$ cat src/rtl/mode_counter_pkg.sv
// Shared step constants and the modular step arithmetic used by the counter.
package mode_counter_pkg;

  localparam logic [31:0] STEP_ONE = 32'd1;
  localparam logic [31:0] STEP_TWO = 32'd2;

  // Returns {wrapped, next}; count and step are assumed already below modulus.
  function automatic logic [32:0] f_mod_step(input logic [31:0] count,
                                             input logic [31:0] step,
                                             input logic        up,
                                             input logic [31:0] modulus);
    logic [32:0] s;
    logic [32:0] s_sub;
    logic        wrapped;
    logic [31:0] nxt;
    s     = {1'b0, count} + {1'b0, step};
    s_sub = s - {1'b0, modulus};
    if (modulus == 32'd2 && step == STEP_TWO) begin
      wrapped = 1'b1;
      nxt     = count;
    end else if (up) begin
      wrapped = (s >= {1'b0, modulus});
      nxt     = wrapped ? s_sub[31:0] : s[31:0];
    end else begin
      wrapped = (count < step);
      nxt     = wrapped ? (count + modulus - step) : (count - step);
    end
    return {wrapped, nxt};
  endfunction

endpackage

$ cat src/rtl/mode_counter_next.sv
// Combinational step selection and modular next-value computation.
module mode_counter_next
  import mode_counter_pkg::*;
#(
  parameter int WIDTH   = 3,
  parameter int MODULUS = 2 ** WIDTH
) (
  input  logic [WIDTH-1:0] count,
  input  logic             up,
  input  logic             even,
  input  logic             odd,
  output logic [WIDTH-1:0] next_val,
  output logic             wrapped
);

  logic [31:0] step;
  logic [32:0] res;
  logic        unused_hi;

  always_comb begin
    step = ((!count[0] && even) || (count[0] && odd)) ? STEP_TWO : STEP_ONE;
    res  = f_mod_step(32'(count), step, up, 32'(MODULUS));
  end

  assign next_val  = res[WIDTH-1:0];
  assign wrapped   = res[32];
  assign unused_hi = ^res[31:WIDTH];

endmodule

$ cat src/rtl/mode_counter_param.sv
// Modular up/down counter with parity skip, hold, enable and range-checked load.
module mode_counter_param
  import mode_counter_pkg::*;
#(
  parameter int WIDTH   = 3,
  parameter int MODULUS = 2 ** WIDTH
) (
  input  logic             clk,
  input  logic             reset,
  input  logic             en,
  input  logic             up,
  input  logic             even,
  input  logic             odd,
  input  logic             hold,
  input  logic             load,
  input  logic [WIDTH-1:0] load_val,
  output logic [WIDTH-1:0] count,
  output logic [WIDTH-1:0] next_count,
  output logic             tc,
  output logic             wrap,
  output logic             load_err
);

  localparam logic [WIDTH:0] MOD_W = (WIDTH + 1)'(MODULUS);

  if (WIDTH < 1 || WIDTH > 31 || MODULUS < 2 || MODULUS > 2 ** WIDTH) begin : g_bad_params
    $error("mode_counter_param: need 1 <= WIDTH <= 31 and 2 <= MODULUS <= 2**WIDTH");
  end

  logic [WIDTH-1:0] count_q, count_d;
  logic             wrap_q, wrap_d;
  logic             load_err_q, load_err_d;
  logic [WIDTH-1:0] step_val;
  logic             step_wrapped;
  logic             load_ok;

  mode_counter_next #(
    .WIDTH  (WIDTH),
    .MODULUS(MODULUS)
  ) u_next (
    .count   (count_q),
    .up      (up),
    .even    (even),
    .odd     (odd),
    .next_val(step_val),
    .wrapped (step_wrapped)
  );

  // Priority: load > hold > !en > count step.
  always_comb begin
    count_d    = count_q;
    load_err_d = 1'b0;
    load_ok    = ({1'b0, load_val} < MOD_W);
    tc         = !load && !hold && en && step_wrapped;
    if (load) begin
      if (load_ok) count_d = load_val;
      else         load_err_d = 1'b1;
    end else if (!hold && en) begin
      count_d = step_val;
    end
    wrap_d = tc;
  end

  always_ff @(posedge clk or posedge reset) begin
    if (reset) begin
      count_q    <= '0;
      wrap_q     <= 1'b0;
      load_err_q <= 1'b0;
    end else begin
      count_q    <= count_d;
      wrap_q     <= wrap_d;
      load_err_q <= load_err_d;
    end
  end

  assign count      = count_q;
  assign next_count = count_d;
  assign wrap       = wrap_q;
  assign load_err   = load_err_q;

endmodule
$ cat config.mk
export PLATFORM = sky130hd
export DESIGN_NAME = mode_counter_param
export DESIGN_NICKNAME = d
export VERILOG_FILES = /design/src/rtl/mode_counter_pkg.sv /design/src/rtl/mode_counter_next.sv /design/src/rtl/mode_counter_param.sv
export SDC_FILE = /design/constraint.sdc
export NUM_CORES = 1
export LEC_CHECK = 0
export ABC_AREA = 1
export CAP_MARGIN = 20
export CORE_AREA = 2 2 39 41
export CTS_BUF_LIST = sky130_fd_sc_hd__clkbuf_4 sky130_fd_sc_hd__clkbuf_8
export DETAILED_ROUTE_END_ITERATION = 16
export DIE_AREA = 0 0 41 43
export PLACE_DENSITY = 0.71
export SKIP_LAST_GASP = 1
export SLEW_MARGIN = 20
export SYNTH_ARGS = -nofsm -noshare
export SYNTH_HDL_FRONTEND = slang
export SYNTH_SLANG_ARGS = --single-unit
export TNS_END_PERCENT = 50
$ cat constraint.sdc
create_clock -name clk -period 2.4 [get_ports clk]
set_input_delay 0.24 -clock clk [delete_from_list [all_inputs] [get_ports clk]]
set_output_delay 0.24 -clock clk [all_outputs]
set_load 0.05 [all_outputs]
==> results.tsv <==
stage	metric	value	unit
pwr	sw power	0.154	mW
clock_network	Worst-Skew Late Latency	0.24	ns
timing	RSZ-0062 raised after global routing	true	
cells_and_area	Area Growth Syn to Fin	82.7	%
placed_design	Inst Count DP	93	
timing	Worst Slack Setup Final	0.0993	ns
grt	Total Routing Usage GR	14.5	%
setup_path	CP arrival	2.06	ns
pwr	register share of total power	21.3	%
synth	YS warnings	0	
grt	vias in the first global route	417	
cells_and_area	Non-Filler Instances	99	
synth	mux cell area share after synthesis	0	%
setup_path	critical path class	register to output pin	
setup_path	CP delay by family, top	adder cells	
clock_network	Inserted Clock Buffers	3	
synth	Seq/Total Area, Yosys	24.8	%
timing	min cycle time layout	2.30	ns
flow_run	max_cap viols	0	
clock_network	hold buffer count at cts	0	
setup_path	Worst setup EP type	output pin	
grt	initial antenna violation count	0	
pwr	Leakage	0.370	nW
synth	FFs w/ async S/R, synth	100	%
status	status	finished, final reports clean	
clock_network	Clock transition at path regs	0.04	ns
setup_path	CP required	2.16	ns
timing	Final Hold Fails	0	
drt	WL/cell	9.32	µm
grt	global-route wire length before repair	1750	µm
drt	DRT antenna net count	0	
drt	number of vias per cell	4.41	
clock_network	CTS root buf	clkbuf_4	
synth	mapped cell area	404	µm²
synth	Post-synth EDFFs	0	
pwr	P_int	0.238	mW
synth	Adder-Cell Fraction of Synth Area	19.2	%
cells_and_area	Ant. Diodes	0	
timing	slew margin rel.	66.8	%
placed_design	Post-Place Worst Slack	-0.0694	ns
synth	area fraction of the dominant cell type after synthesis	24.8	%
synth	cell taking the most area after synthesis	dfrtp_1	
drt	DR DRC count	0	
clock_network	H-tree depth	1	
die	Die Area	1760	µm²
synth	post-synthesis simple-gate area fraction	26.0	%
timing	Fmax	0.435	GHz
setup_path	cells along the critical path	nor2_4 > a21oi_4 > fa_2 > ha_1 > a21oi_1 > nand2_1 > nand2_1 > nand2_1 > nand2_2 > buf_12	
clock_network	CTS tree	built	
grt	largest net degree at the start of global routing	7	
pwr	Logic pwr share	51.7	%
grt	met2 Use GR	21.6	%
synth	main combinational cell family by area after synthesis	simple AND/OR/NAND/NOR gates	
grt	global route total overflow	0	
pwr	Total Power	0.392	mW
clock_network	CTS Sinks	4	
synth	Mean Syn Cell Area	6.97	µm²
pwr	clock power share	27.0	%
worst_hold_path	Hold/Removal Path Class	primary input to async pin	
synth	Yosys reg bits	4	
cells_and_area	share of layout cells above drive strength 1	28.9	%
placed_design	IO buf count	18	
synth	syn_nets	74	
synth	Netlist cell types	16	
drt	routed wire length	923	µm
synth	Post-synth top flop	dfrtp_1	
setup_path	Crit Path Max Fanout	4	
synth	top cells by area, synth	dfrtp_1, nand2_1, inv_1, fa_1, ha_1	
cells_and_area	fin nets	100	
synth	Synth Area in XOR/XNOR	0	%
setup_path	slowest stage delay, CP	0.44	ns
die	Initial Utilization	29.2	%
placed_design	RePlAce Congestion	0.812	
clock_network	CTS Buffer Depth	2	
synth	Syn Inst Count	58	
setup_path	CP startpoint kind	register	
pwr	PwrDens	531	nW/µm²
die	# rows	14	
pwr	Sw Ratio	39.3	%
setup_path	CP Buf/Inv Count	1	
pwr	maximum vdd drop	0.360	mV
setup_path	CP max-delay cell	dfrtp_2	
grt	GRT met1 Usage	18.4	%
drt	initial drt markers	6	
drt	drt first pass iters	4	
timing	crit share post-route	95.9	%
drt	via count	437	
timing	final setup vio count	0	
die	# IOs	20	
die	Die Y	43	µm
die	Die Width	41	µm
setup_path	crit-path most repeated cell	nand2_1	
timing	Final Skew	0.000301	ns
die	core area	1380	µm²
timing	max-slew violation count	0	
synth	Synth Area in Compound Gates	14.2	%
grt	GRT busiest layer	met2	
placed_design	HPWL Detailed	765	µm
timing	Worst-Margin Slew	0.496	ns
grt	grt met3 use	1.57	%
registers in the layout (all words and copies together), names as in the netlist:
register,count
wrap,1
count,3
through the flow:
stage / util (%) / hold slack, ns / area (µm²) / TNS [ns]
2_1_floorplan: - / 0.00601 / 419 / 0
3_3_place_gp: 47.3 / 0.439 / 654 / -0.0590
3_5_place_dp: 47.3 / 0.437 / 654 / -0.119
4_1_cts: 50.1 / 0.174 / 693 / 0
5_1_grt: 53.3 / 0.214 / 738 / -0.0195
6_report: 53.3 / 0.179 / 738 / 0
cell families (layout without fill, tap and decap cells):
| logic type | Yosys count | count (layout) |
|---|---|---|
| AND/OR/NAND/NOR | 23 | 23 |
| buffers and inverters | 15 | 40 |
| AO/OA/AOI/OAI | 10 | 10 |
| adder cells (fa/ha/maj) | 5 | 5 |
| flip-flops | 4 | 4 |
| other | 1 | 1 |
worst register-to-register path, cell delays in order, from the launching register on:
cell and delay (ns):
dfrtp_2 0.44, buf_12 0.14, a21oi_4 0.14, inv_1 0.10, fa_2 0.38, inv_1 0.06, nand2_1 0.05, nand3_2 0.07
nand2_1 0.05, inv_1 0.04, nand2_1 0.04, nand2_1 0.06, nand2_2 0.07
per-layer routing:
layer,part of all wire [%],vias up
met1,37,193
li1,-,222
met4,1.8,0
met2,53,20
met3,8.2,2
met5,0,-
cells in the final DEF (no fill, tap or decap), drive strengths merged:
| cell | n |
|---|---|
| buf | 8 |
| clkbuf | 4 |
| nand3 | 3 |
| conb | 1 |
| dlymetal6s2s | 1 |
| inv | 14 |
| o21ai | 2 |
| nor2 | 5 |
| nand2 | 15 |
| a211oi | 1 |
| dfrtp | 4 |
| a21oi | 7 |
| clkdlybuf4s50 | 13 |
| fa | 2 |
| ha | 3 |
area by class of cell:
class,instances,area [µm²]
fillers,130,646
well taps,16,20.0
multi-input cells,39,282
inverters,14,52.6
repair buffers,22,253
flip-flops and latches,4,101
clock buffers,4,30.0
what timing repair did:
item	4_1_cts	5_1_grt
pin swaps	0	4
setup buffers	0	2
hold endpoints to repair	0	0
gates cloned	0	0
endpoints found under the setup margin	2	3
resized for setup	3	4
cell usage after synthesis, types with 2 or more instances:
| library cell | instances |
|---|---|
| a21oi_1 | 7 |
| dfrtp_1 | 4 |
| fa_1 | 2 |
| ha_1 | 3 |
| inv_1 | 13 |
| nand2_1 | 14 |
| nand3_1 | 2 |
| nor2_1 | 4 |
| o21ai_0 | 2 |
final timing paths:
check,startpoint,endpoint,slack [ns],cells after the start
worst min register to register,count[0],count[0],0.66,2
min in group clk,even,count[0],0.59,5
worst max-delay path,count[0],next_count[2],0.1,10
worst min-delay path,reset,wrap,0.18,2
max in group asynchronous,reset,count[0],2.06,2
worst max register to register,count[0],count[2],0.62,12
power by group through the flow:
stage | Combinational, mW | Clock, mW | Sequential (mW)
floorplan | 0.0925 | 0 | 0.103
global placement | 0.182 | 0 | 0.0827
detailed placement | 0.186 | 0 | 0.0829
CTS | 0.189 | 0.112 | 0.0825
global route | 0.221 | 0.119 | 0.0843
finish | 0.203 | 0.106 | 0.0836
No activity file was read; power rests on OpenSTA's default activity.
